File: src/rtl/jtag_dtm_pkg.sv
// Shared constants and types for the JTAG debug transport: IR codes, DMI op/status
// encodings, DTMCS version and the DMI handshake state enum.
package jtag_dtm_pkg;

  localparam logic [4:0] IR_DTMCS_DEF = 5'h10;
  localparam logic [4:0] IR_DMI_DEF   = 5'h11;

  localparam logic [1:0] DMI_OP_NOP   = 2'd0;
  localparam logic [1:0] DMI_OP_READ  = 2'd1;
  localparam logic [1:0] DMI_OP_WRITE = 2'd2;

  localparam logic [1:0] DMI_RSP_OK     = 2'd0;
  localparam logic [1:0] DMI_RSP_FAILED = 2'd2;
  localparam logic [1:0] DMI_RSP_BUSY   = 2'd3;

  localparam logic [3:0] DTMCS_VERSION = 4'd1;

  typedef enum logic [1:0] {
    DMI_IDLE = 2'd0,
    DMI_REQ  = 2'd1,
    DMI_WAIT = 2'd2
  } dmi_state_e;

  function automatic logic dmi_op_is_access(input logic [1:0] op);
    return (op == DMI_OP_READ) || (op == DMI_OP_WRITE);
  endfunction

endpackage

File: src/rtl/jtag_dtm_dmi_fsm.sv
// DMI request tracker (IDLE -> REQ -> WAIT); valid is a registered state decode, the
// request is held until ready, and only a DTM hard reset or TRSTn can drop it early.
module jtag_dtm_dmi_fsm
  import jtag_dtm_pkg::*;
#(
  parameter int ABITS = 7
) (
  input  logic             TCLK,
  input  logic             TRSTn,
  input  logic             start,
  input  logic [ABITS-1:0] start_addr,
  input  logic [31:0]      start_data,
  input  logic [1:0]       start_op,
  input  logic             hard_reset,
  output logic             busy,
  output logic             rsp_take,
  output logic             dmi_req_valid,
  input  logic             dmi_req_ready,
  output logic [ABITS-1:0] dmi_req_addr,
  output logic [31:0]      dmi_req_data,
  output logic [1:0]       dmi_req_op,
  input  logic             dmi_rsp_valid
);

  dmi_state_e state_q, state_d;

  always_ff @(posedge TCLK or negedge TRSTn) begin
    if (!TRSTn) begin
      state_q <= DMI_IDLE;
    end else begin
      state_q <= state_d;
    end
  end

  always_comb begin
    state_d  = state_q;
    rsp_take = 1'b0;
    if (hard_reset) begin
      state_d = DMI_IDLE;
    end else begin
      case (state_q)
        DMI_IDLE: begin
          if (start) state_d = DMI_REQ;
        end
        DMI_REQ: begin
          // A response coincident with acceptance completes the transaction at once.
          if (dmi_req_ready) begin
            if (dmi_rsp_valid) begin
              state_d  = DMI_IDLE;
              rsp_take = 1'b1;
            end else begin
              state_d = DMI_WAIT;
            end
          end
        end
        DMI_WAIT: begin
          if (dmi_rsp_valid) begin
            state_d  = DMI_IDLE;
            rsp_take = 1'b1;
          end
        end
        default: state_d = DMI_IDLE;
      endcase
    end
  end

  always_ff @(posedge TCLK or negedge TRSTn) begin
    if (!TRSTn) begin
      dmi_req_addr <= '0;
      dmi_req_data <= '0;
      dmi_req_op   <= '0;
    end else if (start && (state_q == DMI_IDLE) && !hard_reset) begin
      dmi_req_addr <= start_addr;
      dmi_req_data <= start_data;
      dmi_req_op   <= start_op;
    end
  end

  assign dmi_req_valid = (state_q == DMI_REQ);
  assign busy          = (state_q != DMI_IDLE);

endmodule

File: src/rtl/jtag_dtm_dr_ctrl.sv
// DTM data-register controller: decodes IR, owns the shared DTMCS/DMI shift register and
// launches one DMI request per accepted update; the DMI side honours valid/ready.
module jtag_dtm_dr_ctrl
  import jtag_dtm_pkg::*;
#(
  parameter int                  IR_WIDTH  = 5,
  parameter int                  ABITS     = 7,
  parameter logic [IR_WIDTH-1:0] DTMCS_IR  = IR_WIDTH'(IR_DTMCS_DEF),
  parameter logic [IR_WIDTH-1:0] DMI_IR    = IR_WIDTH'(IR_DMI_DEF),
  parameter int                  IDLE_HINT = 1
) (
  input  logic                TCLK,
  input  logic                TRSTn,
  input  logic [IR_WIDTH-1:0] ir,
  input  logic                dr_capture,
  input  logic                dr_shift,
  input  logic                dr_update,
  input  logic                TDI,
  output logic                dr_tdo,
  output logic                dmi_req_valid,
  input  logic                dmi_req_ready,
  output logic [ABITS-1:0]    dmi_req_addr,
  output logic [31:0]         dmi_req_data,
  output logic [1:0]          dmi_req_op,
  input  logic                dmi_rsp_valid,
  input  logic [31:0]         dmi_rsp_data,
  input  logic [1:0]          dmi_rsp_op,
  output logic                dmi_hard_reset
);

  localparam int SRW = ABITS + 34;

  logic [SRW-1:0]   sr_q, sr_d;
  logic [1:0]       dmistat_q;
  logic [ABITS-1:0] last_addr_q;
  logic [31:0]      rsp_data_q;
  logic [31:0]      dtmcs_cap;
  logic [1:0]       op_field;
  logic             sel_cs, sel_dmi;
  logic             upd_cs, upd_dmi;
  logic             hard_rst_req, dmi_reset_req;
  logic             dmi_start;
  logic             busy, rsp_take;
  logic [ABITS-1:0] dr_addr;
  logic [31:0]      dr_data;
  logic [1:0]       dr_op;

  assign sel_cs  = (ir == DTMCS_IR);
  assign sel_dmi = (ir == DMI_IR);
  assign upd_cs  = sel_cs & dr_update;
  assign upd_dmi = sel_dmi & dr_update;

  assign dr_addr = sr_q[SRW-1:34];
  assign dr_data = sr_q[33:2];
  assign dr_op   = sr_q[1:0];

  assign hard_rst_req  = upd_cs & sr_q[17];
  assign dmi_reset_req = upd_cs & sr_q[16];
  assign dmi_start     = upd_dmi & ~busy & (dmistat_q == DMI_RSP_OK) & dmi_op_is_access(dr_op);

  assign dr_tdo = (sel_cs | sel_dmi) & sr_q[0];

  always_comb begin
    dtmcs_cap = {14'b0, 2'b00, 1'b0, 3'(IDLE_HINT), dmistat_q, 6'(ABITS), DTMCS_VERSION};
    op_field  = busy ? DMI_RSP_BUSY : dmistat_q;
    sr_d      = sr_q;
    if (sel_cs) begin
      if (dr_capture) begin
        sr_d = SRW'(dtmcs_cap);
      end else if (dr_shift) begin
        sr_d     = sr_q >> 1;
        sr_d[31] = TDI;
      end
    end else if (sel_dmi) begin
      if (dr_capture) begin
        sr_d = {last_addr_q, rsp_data_q, op_field};
      end else if (dr_shift) begin
        sr_d = {TDI, sr_q[SRW-1:1]};
      end
    end
  end

  always_ff @(posedge TCLK or negedge TRSTn) begin
    if (!TRSTn) begin
      sr_q <= '0;
    end else begin
      sr_q <= sr_d;
    end
  end

  // Update and response bookkeeping; a clear from DTMCS outranks any concurrent status change.
  always_ff @(posedge TCLK or negedge TRSTn) begin
    if (!TRSTn) begin
      dmistat_q      <= DMI_RSP_OK;
      last_addr_q    <= '0;
      rsp_data_q     <= '0;
      dmi_hard_reset <= 1'b0;
    end else begin
      dmi_hard_reset <= hard_rst_req;
      if (dmi_start) last_addr_q <= dr_addr;
      if (rsp_take) rsp_data_q <= dmi_rsp_data;
      if (hard_rst_req || dmi_reset_req) begin
        dmistat_q <= DMI_RSP_OK;
      end else if (upd_dmi && busy) begin
        dmistat_q <= DMI_RSP_BUSY;
      end else if (rsp_take && (dmi_rsp_op == DMI_RSP_FAILED) && (dmistat_q == DMI_RSP_OK)) begin
        dmistat_q <= DMI_RSP_FAILED;
      end
    end
  end

  jtag_dtm_dmi_fsm #(
    .ABITS(ABITS)
  ) u_dmi_fsm (
    .TCLK          (TCLK),
    .TRSTn         (TRSTn),
    .start         (dmi_start),
    .start_addr    (dr_addr),
    .start_data    (dr_data),
    .start_op      (dr_op),
    .hard_reset    (hard_rst_req),
    .busy          (busy),
    .rsp_take      (rsp_take),
    .dmi_req_valid (dmi_req_valid),
    .dmi_req_ready (dmi_req_ready),
    .dmi_req_addr  (dmi_req_addr),
    .dmi_req_data  (dmi_req_data),
    .dmi_req_op    (dmi_req_op),
    .dmi_rsp_valid (dmi_rsp_valid)
  );

endmodule

File: config.mk
export PLATFORM = sky130hd
export DESIGN_NAME = jtag_dtm_dr_ctrl
export DESIGN_NICKNAME = d
export VERILOG_FILES = /design/src/rtl/jtag_dtm_pkg.sv /design/src/rtl/jtag_dtm_dmi_fsm.sv /design/src/rtl/jtag_dtm_dr_ctrl.sv
export SDC_FILE = /design/constraint.sdc
export NUM_CORES = 1
export LEC_CHECK = 0
export ABC_AREA = 0
export BUFFER_PORTS_ARGS = -buffer_cell sky130_fd_sc_hd__buf_2
export CAP_MARGIN = 20
export CORE_MARGIN = 2
export CORE_UTILIZATION = 56
export CTS_BUF_LIST = sky130_fd_sc_hd__clkbuf_4 sky130_fd_sc_hd__clkbuf_8 sky130_fd_sc_hd__clkbuf_16
export CTS_CLUSTER_DIAMETER = 80
export CTS_CLUSTER_SIZE = 28
export DETAILED_ROUTE_END_ITERATION = 6
export PLACE_DENSITY = 0.79
export SKIP_CTS_REPAIR_TIMING = 1
export SYNTH_ARGS = -nofsm -noshare
export SYNTH_HDL_FRONTEND = slang
export SYNTH_HIERARCHICAL = 1
export SYNTH_SLANG_ARGS = --single-unit
File: constraint.sdc
create_clock -name TCLK -period 2.8 [get_ports TCLK]
set_input_delay 0.14 -clock TCLK [delete_from_list [all_inputs] [get_ports TCLK]]
set_output_delay 0.14 -clock TCLK [all_outputs]
set_load 0.01 [all_outputs]
# After elaboration in Yosys (flattened, before gate mapping)
# Cells that the tools add are included.
[totals] wordCells=66 output_inout_bits=44 register_bits=126 in_bits=47
[op_classes] eq_ne=12 n_bitwise=10 mux=20 n_reduce_logical=15
[op_table] operator="$mux W41" count=6
[op_table] operator="$mux W2" count=9
[op_table] operator="$eq A5 B5 Y1 const B" count=2
[op_table] operator="$ne A3 B3 Y1 const B" count=3
[op_table] operator="$and A1 B1 Y1" count=8
[op_table] operator="$eq A2 B2 Y1 const B" count=3
[op_table] operator="$pmux W2 S3" count=1
[op_table] operator="$reduce_and A3 Y1" count=2
[op_table] operator="$logic_and A1 B1 Y1" count=5
[op_table] operator="$eq A2 B1 Y1 const B" count=2
[op_table] operator="$logic_not A2 Y1" count=2
[op_table] operator="$reduce_bool A2 Y1" count=2
[op_table] operator="$mux W1" count=3
[op_table] operator="$ne A3 B1 Y1 const B" count=1
[op_table] operator="$ne A3 B2 Y1 const B" count=1
[op_table] operator="$reduce_bool A3 Y1" count=1
[op_table] operator="$logic_or A1 B1 Y1" count=2
[op_table] operator="$pmux W1 S2" count=1
[op_table] operator="$logic_not A1 Y1" count=1
[op_table] operator="$not A1 Y1" count=1
[op_table] operator="$or A1 B1 Y1" count=1

# Longest topological paths before layout
[depth] ltp_word=9 ltp_mapped=9 ltp_nobuf=8

# Modules after synthesis
# Netlist, hierarchy kept.
[modules_own_cells] module="jtag_dtm_dr_ctrl" n_inst=1 cells_each=324 seq_area_each_um2=2077.0 area_per_inst_um2=3679.8
[modules_own_cells] module="jtag_dtm_dmi_fsm" n_inst=1 cells_each=110 seq_area_each_um2=1076.0 area_per_inst_um2=1898.1

# Worst setup path before layout
# No wires, ideal clock.
[synth_path] kind="register to register" from="reg u_dmi_fsm.state_q[1]" to="reg u_dmi_fsm.dmi_req_addr[0]" required_time_ns=2.675 arrival_time_ns=2.161 path_stages_with_launch=10 slack_ns=0.514 path_buffers=1 period_less_slack_ns=2.286 setup_ns=0.125 cell_sequence="dfrtp_1 -> inv_1 -> ha_1 -> inv_1 -> nor4b_1 -> nand4_2 -> inv_1 -> nand3b_4 -> buf_6 -> mux2_4"
[synth_via] elab_chain_len=7 word_cells_on_any_way=8 classes_between="bitwise (4); reduce/logical (4)"
[synth_lines] element="start, declared" line="jtag_dtm_dmi_fsm.sv:25" text="dmi_state_e state_q, state_d;"
[synth_lines] element="start signal, assigned" line="jtag_dtm_dmi_fsm.sv:31" text="state_q <= state_d;"
[synth_lines] element="$reduce_bool A2 Y1" line="jtag_dtm_dmi_fsm.sv:80" text="assign busy = (state_q != DMI_IDLE);"
[synth_lines] element="via busy" line="jtag_dtm_dr_ctrl.sv:43" text="logic busy, rsp_take;"
[synth_lines] element="$not A1 Y1" line="jtag_dtm_dr_ctrl.sv:59" text="assign dmi_start = upd_dmi & ~busy & (dmistat_q == DMI_RSP_OK) & dmi_op_is_access(dr_op);"
[synth_lines] element="$and A1 B1 Y1 (3 in series)" line="jtag_dtm_dr_ctrl.sv:59"
[synth_lines] element="via dmi_start" line="jtag_dtm_dr_ctrl.sv:42" text="logic dmi_start;"
[synth_lines] element="$logic_and A1 B1 Y1 (2 in series)" line="jtag_dtm_dmi_fsm.sv:72" text="end else if (start && (state_q == DMI_IDLE) && !hard_reset) begin"
[synth_lines] element="end signal, assigned" line="jtag_dtm_dmi_fsm.sv:73" text="dmi_req_addr <= start_addr;"
[synth_lines] element="end, declared" line="jtag_dtm_dmi_fsm.sv:19" text="output logic [ABITS-1:0] dmi_req_addr,"
# The timed path passes the listed nets, and every way through them passes these cells.
# A chain may end at the register's enable or synchronous reset.

# Worst setup path after layout
[layout_path] from="reg u_dmi_fsm.state_q[0]" to="reg rsp_data_q[30]"
[layout_via] elab_chain_len=3 word_cells_on_any_way=4 classes_between="eq/ne (2); mux (2)"
[layout_lines] element="$eq A2 B2 Y1 or $eq A2 B1 Y1 (tied branches)" line="jtag_dtm_dmi_fsm.sv:41" text="case (state_q)"
[layout_lines] element="$pmux W1 S2 *" line="jtag_dtm_dmi_fsm.sv:41"
[layout_lines] element="$mux W1 *" line="jtag_dtm_dmi_fsm.sv:38" text="if (hard_reset) begin"
[layout_lines] element="via rsp_take" line="jtag_dtm_dr_ctrl.sv:43"
[layout_lines] element="end signal, assigned" line="jtag_dtm_dr_ctrl.sv:101" text="if (rsp_take) rsp_data_q <= dmi_rsp_data;"
[layout_lines] element="end, declared" line="jtag_dtm_dr_ctrl.sv:36" text="logic [31:0] rsp_data_q;"
# The timed path passes the listed nets; every way through them passes the cells marked *.

==> summary.md <==
| Metric | Value |
|---|---|
| Max-Cap Viols | `0` |
| First-pass GRT wire length | `20000 um` |
| Crit Path Class | `register to register` |
| Port Buffers | `90` |
| Skew-Pair Late Insertion Delay | `510 ps` |
| GRT Overall Usage | `23.6%` |
| Ratio of cells with drive above 1 in the final layout | `38.4%` |
| Clock buffer depth | `2` |
| Peak Freq | `0.397 GHz` |
| Die area | `0.0108 sq mm` |
| Vias/cell | `5.53` |
| Post-DP HPWL | `7470 um` |
| RD Place Congestion | `0.836` |
| Synth area leaders | `dfrtp_1 (57%), mux2_4 (11%), mux2_2 (8.3%), a31oi_1 (3.0%), nor2b_1 (2.9%)` |
| Min cycle time layout | `2520 ps` |
| # setup viols final | `0` |
| Initial antenna violation count | `0` |
| Initial DRT Pass Iterations | `5` |
| CP max-delay cell | `nor3_2` |
| Core ar. | `0.00973 sq mm` |
| Routed met3 length | `733 um` |
| Antenna viol nets, final | `0` |
| Commonest non-fill, non-tap cell in the layout | `dfrtp_1` |
| Final hold vios | `0` |
| Routed len/inst | `17.9 um` |
| H-tree depth | `4` |
| Critical Path AT | `2910 ps` |
| Worst slew pin tran | `911 ps` |
| Status | `completed` |
| Starting Density | `57.3%` |
| Area leader, netlist | `dfrtp_1` |
| Critical Path Fanout Max | `22` |
| Post-synthesis register bit count | `126` |
| Nets@finish | `613` |
| Met2 routed WL | `6430 um` |
| Mapped Area | `0.00558 sq mm` |
| Top sig layer | `met4` |
| Die width | `104 um` |
| Setup Skew | `9.00 ps` |
| Die Ht | `104 um` |
| Clock sink count | `126` |
| Leakage power | `3.60 nW` |
| Final Max Slew Viols | `0` |
| Crit. End Element | `register` |
| Largest net degree at the start of global routing | `76` |
| Worst min-delay path category | `primary input to register` |
| Synth async-reset ratio | `100%` |
| CTS tree | `yes` |
| Warning count from the yosys run | `6` |
| Diode count | `0` |
| Pwr dens | `728 mW/mm^2` |
| Syn Nets | `485` |
| Cts bufs inserted | `17` |
| Main synth FF type | `dfrtp_1` |
| CP startpoint kind | `register` |
| Syn-to-layout area delta | `29.0%` |
| EDFF count, synth | `0` |
| FILL cells | `664` |
| Post-synth cell types | `41` |
| Synth top area share | `56.5%` |
| Most frequent cells in the layout | `dfrtp_1 (126), buf_2 (89), mux2_2 (41)` |
| Worst Hold Slack | `44.6 ps` |
| Synth Area per Inst | `12.9 sq um` |
| FP Rows | `36` |
| DR DRC count | `0` |
| Slew Limit Headroom | `39.0%` |
| Drt total wl | `12600 um` |
| CTS root buf | `clkbuf_8` |
| Register area share after synthesis | `56.5%` |
| RSZ-0062 raised after global routing | `no` |
| I/O pins | `91` |
| VDD IR max | `0.401 mV` |
| CP max stage delay | `690 ps` |
| Period utilization | `89.9%` |
| Global route overflow | `0` |
| Mapped Cells | `434` |
| Starting DRC count in detailed routing | `169` |
| Crit path cell chain | `inv_1 > ha_1 > nand2_1 > nor3_2 > buf_4 > mux2_2` |
| Vias | `3913` |
| CP required | `3200 ps` |
| Clk slew on worst S/H paths | `60 ps` |
| Met1 WL | `5300 um` |
| Setup TNS | `0 ps` |
| Number of global-route vias before repair | `3881` |
-- path summary, 6_finish.rpt --
path	depth (start not counted)	slack, ps	startpoint	end
min reg2reg	1	500	u_dmi_fsm/dmi_req_addr[5]	u_dmi_fsm/dmi_req_addr[5]
max	6	280	u_dmi_fsm/state_q[0]	rsp_data_q[30]
min in group asynchronous	2	110	TRSTn	u_dmi_fsm/dmi_req_data[28]
max in group asynchronous	3	1790	TRSTn	sr_q[4]
min	4	40	dr_capture	sr_q[35]
max reg2reg	6	280	u_dmi_fsm/state_q[0]	rsp_data_q[30]
-- synthesized netlist by cell type (2+ instances only) --
master    number
a21oi_1        4
a221o_1        6
a31oi_1       27
and3_1         2
buf_2          7
buf_6          6
clkbuf_1      16
dfrtp_1      126
ha_1           4
inv_1          5
mux2_2        41
mux2_4        40
nand2_1       38
nand2b_1      10
nor2_1         6
nor2b_1       26
nor3b_1        6
o211ai_1       2
o21ai_0       31
o21ai_1        4
o22ai_1        6
o31ai_1        2
-- per-stage QoR --
| step | utilization [%] | instances | area (sq um) | power [W] | setup slack [ps] |
|---|---|---|---|---|---|
| 2_1_floorplan | - | 434 | 5580 | 0.00258 | 514 |
| 3_3_place_gp | 63.3 | 639 | 6150 | 0.00273 | 406 |
| 3_5_place_dp | 63.3 | 639 | 6150 | 0.00278 | 300 |
| 4_1_cts | 70.0 | 671 | 6810 | 0.00522 | 314 |
| 5_1_grt | 73.9 | 708 | 7190 | 0.00545 | 147 |
| 6_report | 73.9 | 708 | 7190 | 0.00523 | 284 |
-- sequential cells by signal, summed over array words and instances, names as in the netlist --
| name | cells |
|---|---|
| dmistat_q | 2 |
| rsp_data_q | 32 |
| dmi_hard_reset | 1 |
| u_dmi_fsm/state_q | 2 |
| u_dmi_fsm/dmi_req_addr | 7 |
| u_dmi_fsm/dmi_req_data | 32 |
| sr_q | 41 |
| u_dmi_fsm/dmi_req_op | 2 |
| last_addr_q | 7 |
-- cell type report --
type / instances / area (sq um) / share of cell area, %
clock buffer: 17 / 414 / 5.76
sequential: 126 / 3150 / 43.8
inverter: 5 / 18.8 / 0.261
clock inverter: 15 / 244 / 3.39
timing repair buffer: 138 / 941 / 13.1
tap: 133 / 166 / 2.31
multi-input combinational: 274 / 2260 / 31.4
-- cell families after synthesis --
logic type | Yosys count | share of synthesized area (%)
buffers and inverters | 34 | 3.25
AND/OR/NAND/NOR | 98 | 9.98
AO/OA/AOI/OAI | 89 | 9.96
flip-flops | 126 | 56.5
XOR/XNOR | 1 | 0.157
multiplexers | 82 | 19.2
adder cells (fa/ha/maj) | 4 | 0.897
-- worst max-delay path, delay by kind of cell (launching register included) --
family	cells	cell delay, ps
flip-flops	1	440
adder cells (fa/ha/maj)	1	290
multiplexers	1	380
AND/OR/NAND/NOR	2	760
buffers and inverters	2	520
-- routing by layer --
layer,track usage (%),vias up
met5,0,-
met4,8.11,0
met3,6.48,15
met2,38.3,140
met1,30.9,1945
li1,-,1813
-- power breakdown --
part / internal, W / switching [W] / leakage, nW
Combinational: 0.000304 / 0.000237 / 1.61
Sequential: 0.00208 / 0.000188 / 1.68
Clock: 0.00162 / 0.000805 / 0.314
Total: 0.00400 / 0.00123 / 3.60
Power figures use the tool's default switching activity.
